--- config.mk ---
export PLATFORM = sky130hd
export DESIGN_NAME = operand_pair_collector
export DESIGN_NICKNAME = d
export VERILOG_FILES = /design/src/rtl/operand_pair_pkg.sv /design/src/rtl/pair_fifo.sv /design/src/rtl/operand_pair_collector.sv
export SDC_FILE = /design/constraint.sdc
export NUM_CORES = 1
export LEC_CHECK = 0
export ABC_AREA = 1
export CAP_MARGIN = 25
export CORE_AREA = 2 2 67 117
export DETAILED_ROUTE_END_ITERATION = 8
export DIE_AREA = 0 0 69 119
export PLACE_DENSITY = 0.7
export SETUP_SLACK_MARGIN = 0.15
export SLEW_MARGIN = 20
export SYNTH_ARGS = -nofsm -noshare
export SYNTH_HDL_FRONTEND = slang
export SYNTH_HIERARCHICAL = 1
export SYNTH_SLANG_ARGS = --single-unit
--- constraint.sdc ---
create_clock -name clk_i -period 2.03 [get_ports clk_i]
set_input_delay 0.406 -clock clk_i [delete_from_list [all_inputs] [get_ports clk_i]]
set_output_delay 0.406 -clock clk_i [all_outputs]
set_load 0.01 [all_outputs]
--- src/rtl/operand_pair_pkg.sv ---
// Shared types for the operand pair collector: pairing FSM states and FIFO entry width.
// Entry width grows by one carry bit when OPERAND_PAIR_COLLECTOR_CARRY_EN is defined.
package operand_pair_pkg;

   typedef enum logic {
      ST_IDLE       = 1'b0,
      ST_HAVE_FIRST = 1'b1
   } state_e;

   function automatic int unsigned pair_entry_w(input int unsigned width);
`ifdef OPERAND_PAIR_COLLECTOR_CARRY_EN
      return 2 * width + 1;
`else
      return 2 * width;
`endif
   endfunction

endpackage

--- src/rtl/pair_fifo.sv ---
// Synchronous FIFO with flush, occupancy count and a head output that reads as zero when empty.
module pair_fifo #(
   parameter int unsigned WIDTH = 16,
   parameter int unsigned DEPTH = 4
) (
   input  logic                     clk_i,
   input  logic                     rst_ni,
   input  logic                     flush_i,
   input  logic                     push_i,
   input  logic                     pop_i,
   input  logic [WIDTH-1:0]         wdata_i,
   output logic [WIDTH-1:0]         rdata_o,
   output logic [$clog2(DEPTH):0]   count_o
);

   localparam int unsigned PW = $clog2(DEPTH);
   localparam int unsigned CW = PW + 1;

   logic [WIDTH-1:0] mem [DEPTH];
   logic [PW-1:0]    wr_ptr_q;
   logic [PW-1:0]    rd_ptr_q;
   logic [CW-1:0]    count_q;

   // Pointers wrap naturally since DEPTH is a power of two.
   always_ff @(posedge clk_i or negedge rst_ni) begin
      if (!rst_ni) begin
         wr_ptr_q <= '0;
         rd_ptr_q <= '0;
         count_q  <= '0;
      end else if (flush_i) begin
         wr_ptr_q <= '0;
         rd_ptr_q <= '0;
         count_q  <= '0;
      end else begin
         if (push_i) wr_ptr_q <= wr_ptr_q + PW'(1);
         if (pop_i)  rd_ptr_q <= rd_ptr_q + PW'(1);
         count_q <= count_q + CW'(push_i) - CW'(pop_i);
      end
   end

   always_ff @(posedge clk_i) begin
      if (push_i && !flush_i) mem[wr_ptr_q] <= wdata_i;
   end

   assign rdata_o = (count_q == '0) ? '0 : mem[rd_ptr_q];
   assign count_o = count_q;

endmodule

--- src/rtl/operand_pair_collector.sv ---
// Collects a serial operand stream into (A, B) pairs buffered in a FIFO for the compute stage.
// Define OPERAND_PAIR_COLLECTOR_CARRY_EN to add pair_carry_o (carry-out of A+B per entry).
module operand_pair_collector
   import operand_pair_pkg::*;
#(
   parameter int unsigned WIDTH = 8,
   parameter int unsigned DEPTH = 4
) (
   input  logic                   clk_i,
   input  logic                   rst_ni,
   input  logic                   flush_i,
   input  logic                   op_valid_i,
   output logic                   op_ready_o,
   input  logic [WIDTH-1:0]       op_data_i,
   output logic                   pair_valid_o,
   input  logic                   pair_ready_i,
   output logic [WIDTH-1:0]       pair_a_o,
   output logic [WIDTH-1:0]       pair_b_o,
   output logic [$clog2(DEPTH):0] count_o
`ifdef OPERAND_PAIR_COLLECTOR_CARRY_EN
   ,
   output logic                   pair_carry_o
`endif
);

   localparam int unsigned EW = pair_entry_w(WIDTH);
   localparam int unsigned CW = $clog2(DEPTH) + 1;

   state_e           state_q;
   state_e           state_d;
   logic [WIDTH-1:0] hold_q;
   logic             hold_en;
   logic             push;
   logic             pop;
   logic [EW-1:0]    entry;
   logic [EW-1:0]    head;

   always_ff @(posedge clk_i or negedge rst_ni) begin
      if (!rst_ni) state_q <= ST_IDLE;
      else         state_q <= state_d;
   end

   // Ready depends only on registered state and count; a held A never waits on FIFO space.
   always_comb begin
      state_d    = state_q;
      op_ready_o = 1'b1;
      hold_en    = 1'b0;
      push       = 1'b0;
      case (state_q)
         ST_IDLE: begin
            if (op_valid_i && !flush_i) begin
               hold_en = 1'b1;
               state_d = ST_HAVE_FIRST;
            end
         end
         ST_HAVE_FIRST: begin
            op_ready_o = (count_o != CW'(DEPTH));
            if (op_valid_i && op_ready_o && !flush_i) begin
               push    = 1'b1;
               state_d = ST_IDLE;
            end
         end
      endcase
      if (flush_i) state_d = ST_IDLE;
   end

   always_ff @(posedge clk_i or negedge rst_ni) begin
      if (!rst_ni)      hold_q <= '0;
      else if (hold_en) hold_q <= op_data_i;
   end

`ifdef OPERAND_PAIR_COLLECTOR_CARRY_EN
   logic [WIDTH:0] sum;
   assign sum   = {1'b0, hold_q} + {1'b0, op_data_i};
   assign entry = {sum[WIDTH], hold_q, op_data_i};
`else
   assign entry = {hold_q, op_data_i};
`endif

   assign pop = pair_valid_o && pair_ready_i;

   pair_fifo #(
      .WIDTH (EW),
      .DEPTH (DEPTH)
   ) u_fifo (
      .clk_i   (clk_i),
      .rst_ni  (rst_ni),
      .flush_i (flush_i),
      .push_i  (push),
      .pop_i   (pop),
      .wdata_i (entry),
      .rdata_o (head),
      .count_o (count_o)
   );

   assign pair_valid_o = (count_o != '0);
   assign pair_a_o     = head[2*WIDTH-1:WIDTH];
   assign pair_b_o     = head[WIDTH-1:0];
`ifdef OPERAND_PAIR_COLLECTOR_CARRY_EN
   assign pair_carry_o = head[2*WIDTH];
`endif

endmodule

==> out/qor.csv <==
metric,value,unit
die-width,69,um
crit_path_max_fanout,8,
mappedNetlistArea,0.00362,sq mm
cts.sinks,80,
cts_tree,yes,
drt_first_pass_iters,4,
hold_viol_final,0,
synth_sequential_area_ratio,64.1,%
grt_util_all_layers,18.1,%
rsz_0062_raised_after_global_routing,true,
cap_viol_max_count,0,
post-route-min-period,1.98,ns
place.gp.congestion,0.722,
area_growth,33.4,%
final-instance-count-excl-fill,510,
design.core.area,0.00736,sq mm
power_report.internal_total,3.84,mW
seq_power_share,35.6,%
tightestPinTransition,0.296,ns
hp-class,primary input to async pin,
peakVddDrop,0.708,mV
critical_path.startpoint_type,flip-flop,
drv_slew,0,
grt_pass1_wl,11200,um
switching_share,30.5,%
drt_iter0_drc,124,
pin_count_of_the_biggest_net_entering_global_routing,33,
worstSetupPathType,flip-flop to primary output,
crit_arrival,1.57,ns
antenna_found_initial,0,
route.vias.total,2533,
fp.dieH,119,um
fmax,505,MHz
cellLeakagePower,2.23,nW
fraction_of_final_layout_cells_sized_beyond_drive_strength_1,30.8,%
final_net_count,437,
starting_density,49.3,%
drcViolationCount,0,
cp-end-kind,primary output,
num_rows,42,
syn-num-nets,372,
report.final.setup_viol,0,
route.antenna.remaining_nets,0,
switchingPower,1.68,mW
vias_per_cell,4.97,
run_status,finished clean,
port_buffers,33,
clock_power_share,29.3,%
clk_pin_slew_worst_paths,0.05,ns
clock_insertion_delay_worst_skew,0.33,ns
totalWireLength,7790,um
place_hpwl,4540,um
crit_required,1.62,ns
slew-limit-headroom,80.3,%
synth_cells,352,
number_of_global_route_vias_before_repair,2445,
power_density,1140,mW/mm^2
number_of_inserted_diodes,0,
power.share.combinational,35.1,%
dp.cells,481,
overall_die_area,0.00821,sq mm
cts.htree.levels,3,
number_of_synthesis_warnings,6,
synth.ff_latch_count,80,
design.portCount,34,
cts_hold_buffers,0,
clock_skew,0.00232,ns
fin_util,65.7,%
number_of_buffers_added_by_the_clock_tree_synthesis_step,9,
avgRoutedWirePerCell,15.3,um
grt_remaining_overflow,0,
clockBufferDepth,2,
clock_tree.root_cell,sky130_fd_sc_hd__clkbuf_16,
tcrit_tclk_final,97.5,%
netlist-cell-type-count,22,
syn_avg_cell_area,10.3,sq um
==> power groups by stage <==
stage / Combinational (mW) / Sequential (mW) / Clock [mW]
after floorplan: 0.856 / 1.99 / 0
after global placement: 1.52 / 1.98 / 0
after detailed placement: 1.54 / 1.99 / 0
after CTS: 1.69 / 1.96 / 1.64
after global routing: 2.09 / 1.97 / 1.70
final: 1.94 / 1.96 / 1.62
==> registers in the layout (all words and copies together) (netlist names) <==
| signal | count |
|---|---|
| u_fifo/mem | 64 |
| u_fifo/count_o | 3 |
| state_q | 1 |
| u_fifo/rd_ptr_q | 2 |
| hold_q | 8 |
| u_fifo/wr_ptr_q | 2 |
==> layer usage <==
metal / up-vias / GRT usage (%) / share of wire (%)
li1: 1236 / - / -
met1: 1217 / 18.9 / 37
met2: 62 / 31.0 / 56
met3: 18 / 3.89 / 4.2
met4: 0 / 13.7 / 2.9
met5: - / 0 / 0
==> critical path, stage by stage (launching register included) <==
cell,delay [ns]
sky130_fd_sc_hd__dfrtp_2,0.48
sky130_fd_sc_hd__buf_12,0.17
sky130_fd_sc_hd__buf_12,0.14
sky130_fd_sc_hd__nand2_4,0.06
sky130_fd_sc_hd__nand3_2,0.08
sky130_fd_sc_hd__a21oi_2,0.16
sky130_fd_sc_hd__buf_2,0.14
==> synthesized netlist by cell type (all sizes together) <==
cell	count	share of area (%)
a21oi	19	2.6
o31ai	1	0.21
nor2	11	1.3
nand2	79	8.2
nand4	1	0.17
fa	1	0.55
dfrtp	16	11
nand3	37	5.5
inv	91	9.6
ha	6	2.1
buf	12	2.8
and2	2	0.35
o21ai	11	2.3
nand3b	1	0.21
edfxtp	64	53
==> logic make-up after synthesis <==
kind of cell | count (synthesis) | synth area share (%)
buf+inv | 103 | 12.4
flops | 80 | 64.1
simple gates | 131 | 15.7
compound gates | 31 | 5.18
fa+ha+maj | 7 | 2.62
==> worst paths after layout <==
path	start	to	slack (ns)	cells after the start
worst max-delay path	u_fifo/rd_ptr_q[0]$_DFFE_PN0P_	pair_b_o[3]	0.05	6
worst min-delay path	rst_ni	u_fifo/count_o[0]$_DFF_PN0_	0.40	2
worst max register to register	u_fifo/count_o[2]$_DFF_PN0_	u_fifo/count_o[1]$_DFF_PN0_	0.13	9
worst min register to register	hold_q[6]$_DFFE_PN0P_	u_fifo/mem[1][14]$_DFFE_PP_	0.51	0
max in group asynchronous	rst_ni	u_fifo/count_o[1]$_DFF_PN0_	1.41	2
min in group clk_i	flush_i	u_fifo/count_o[1]$_DFF_PN0_	0.51	3
==> layout make-up <==
type | instances | area [sq um]
Sequential cell | 80 | 2330
Multi-Input combinational cell | 169 | 1100
Fill cell | 562 | 2520
Inverter | 91 | 357
Clock buffer | 11 | 233
Clock inverter | 5 | 71.3
Timing Repair Buffer | 66 | 638
Tap cell | 88 | 110
==> through the flow <==
| stage | TNS (ns) | total power, mW | setup WS (ns) | hold WS (ns) | area [sq um] |
|---|---|---|---|---|---|
| 3_5_place_dp | -8.71 | 3.53 | -0.424 | 0.496 | 4160 |
| 2_1_floorplan | 0 | 2.84 | 0.0529 | 0.110 | 3650 |
| 6_report | 0 | 5.52 | 0.0501 | 0.404 | 4830 |
| 3_3_place_gp | -7.31 | 3.50 | -0.390 | 0.487 | 4160 |
| 5_1_grt | -0.00335 | 5.76 | -0.00335 | 0.436 | 4830 |
| 4_1_cts | 0 | 5.29 | 0.0724 | 0.398 | 4570 |
==> cells in the final DEF, fill, tap and decap left out, drive strengths merged <==
cell            n
o21ai          11
dlygate4sd2     3
ha              6
and2            2
clkinv          4
dfrtp          16
edfxtp         64
dlymetal6s2s    2
buf            46
nand3b          1
nor2           11
o31ai           1
a21oi          19
clkdlybuf4s50  12
fa              1
nand4           1
inv            90
clkbuf         14
nand3          37
bufinv          2
nand2          79
==> timing repair <==
item	CTS	global route
setup buffers	6	4
cloned	0	3
gates resized for setup	61	80
endpoints found under the setup margin	19	20
pin swaps	5	25
Note: power is estimated with default switching activity, not from simulation.
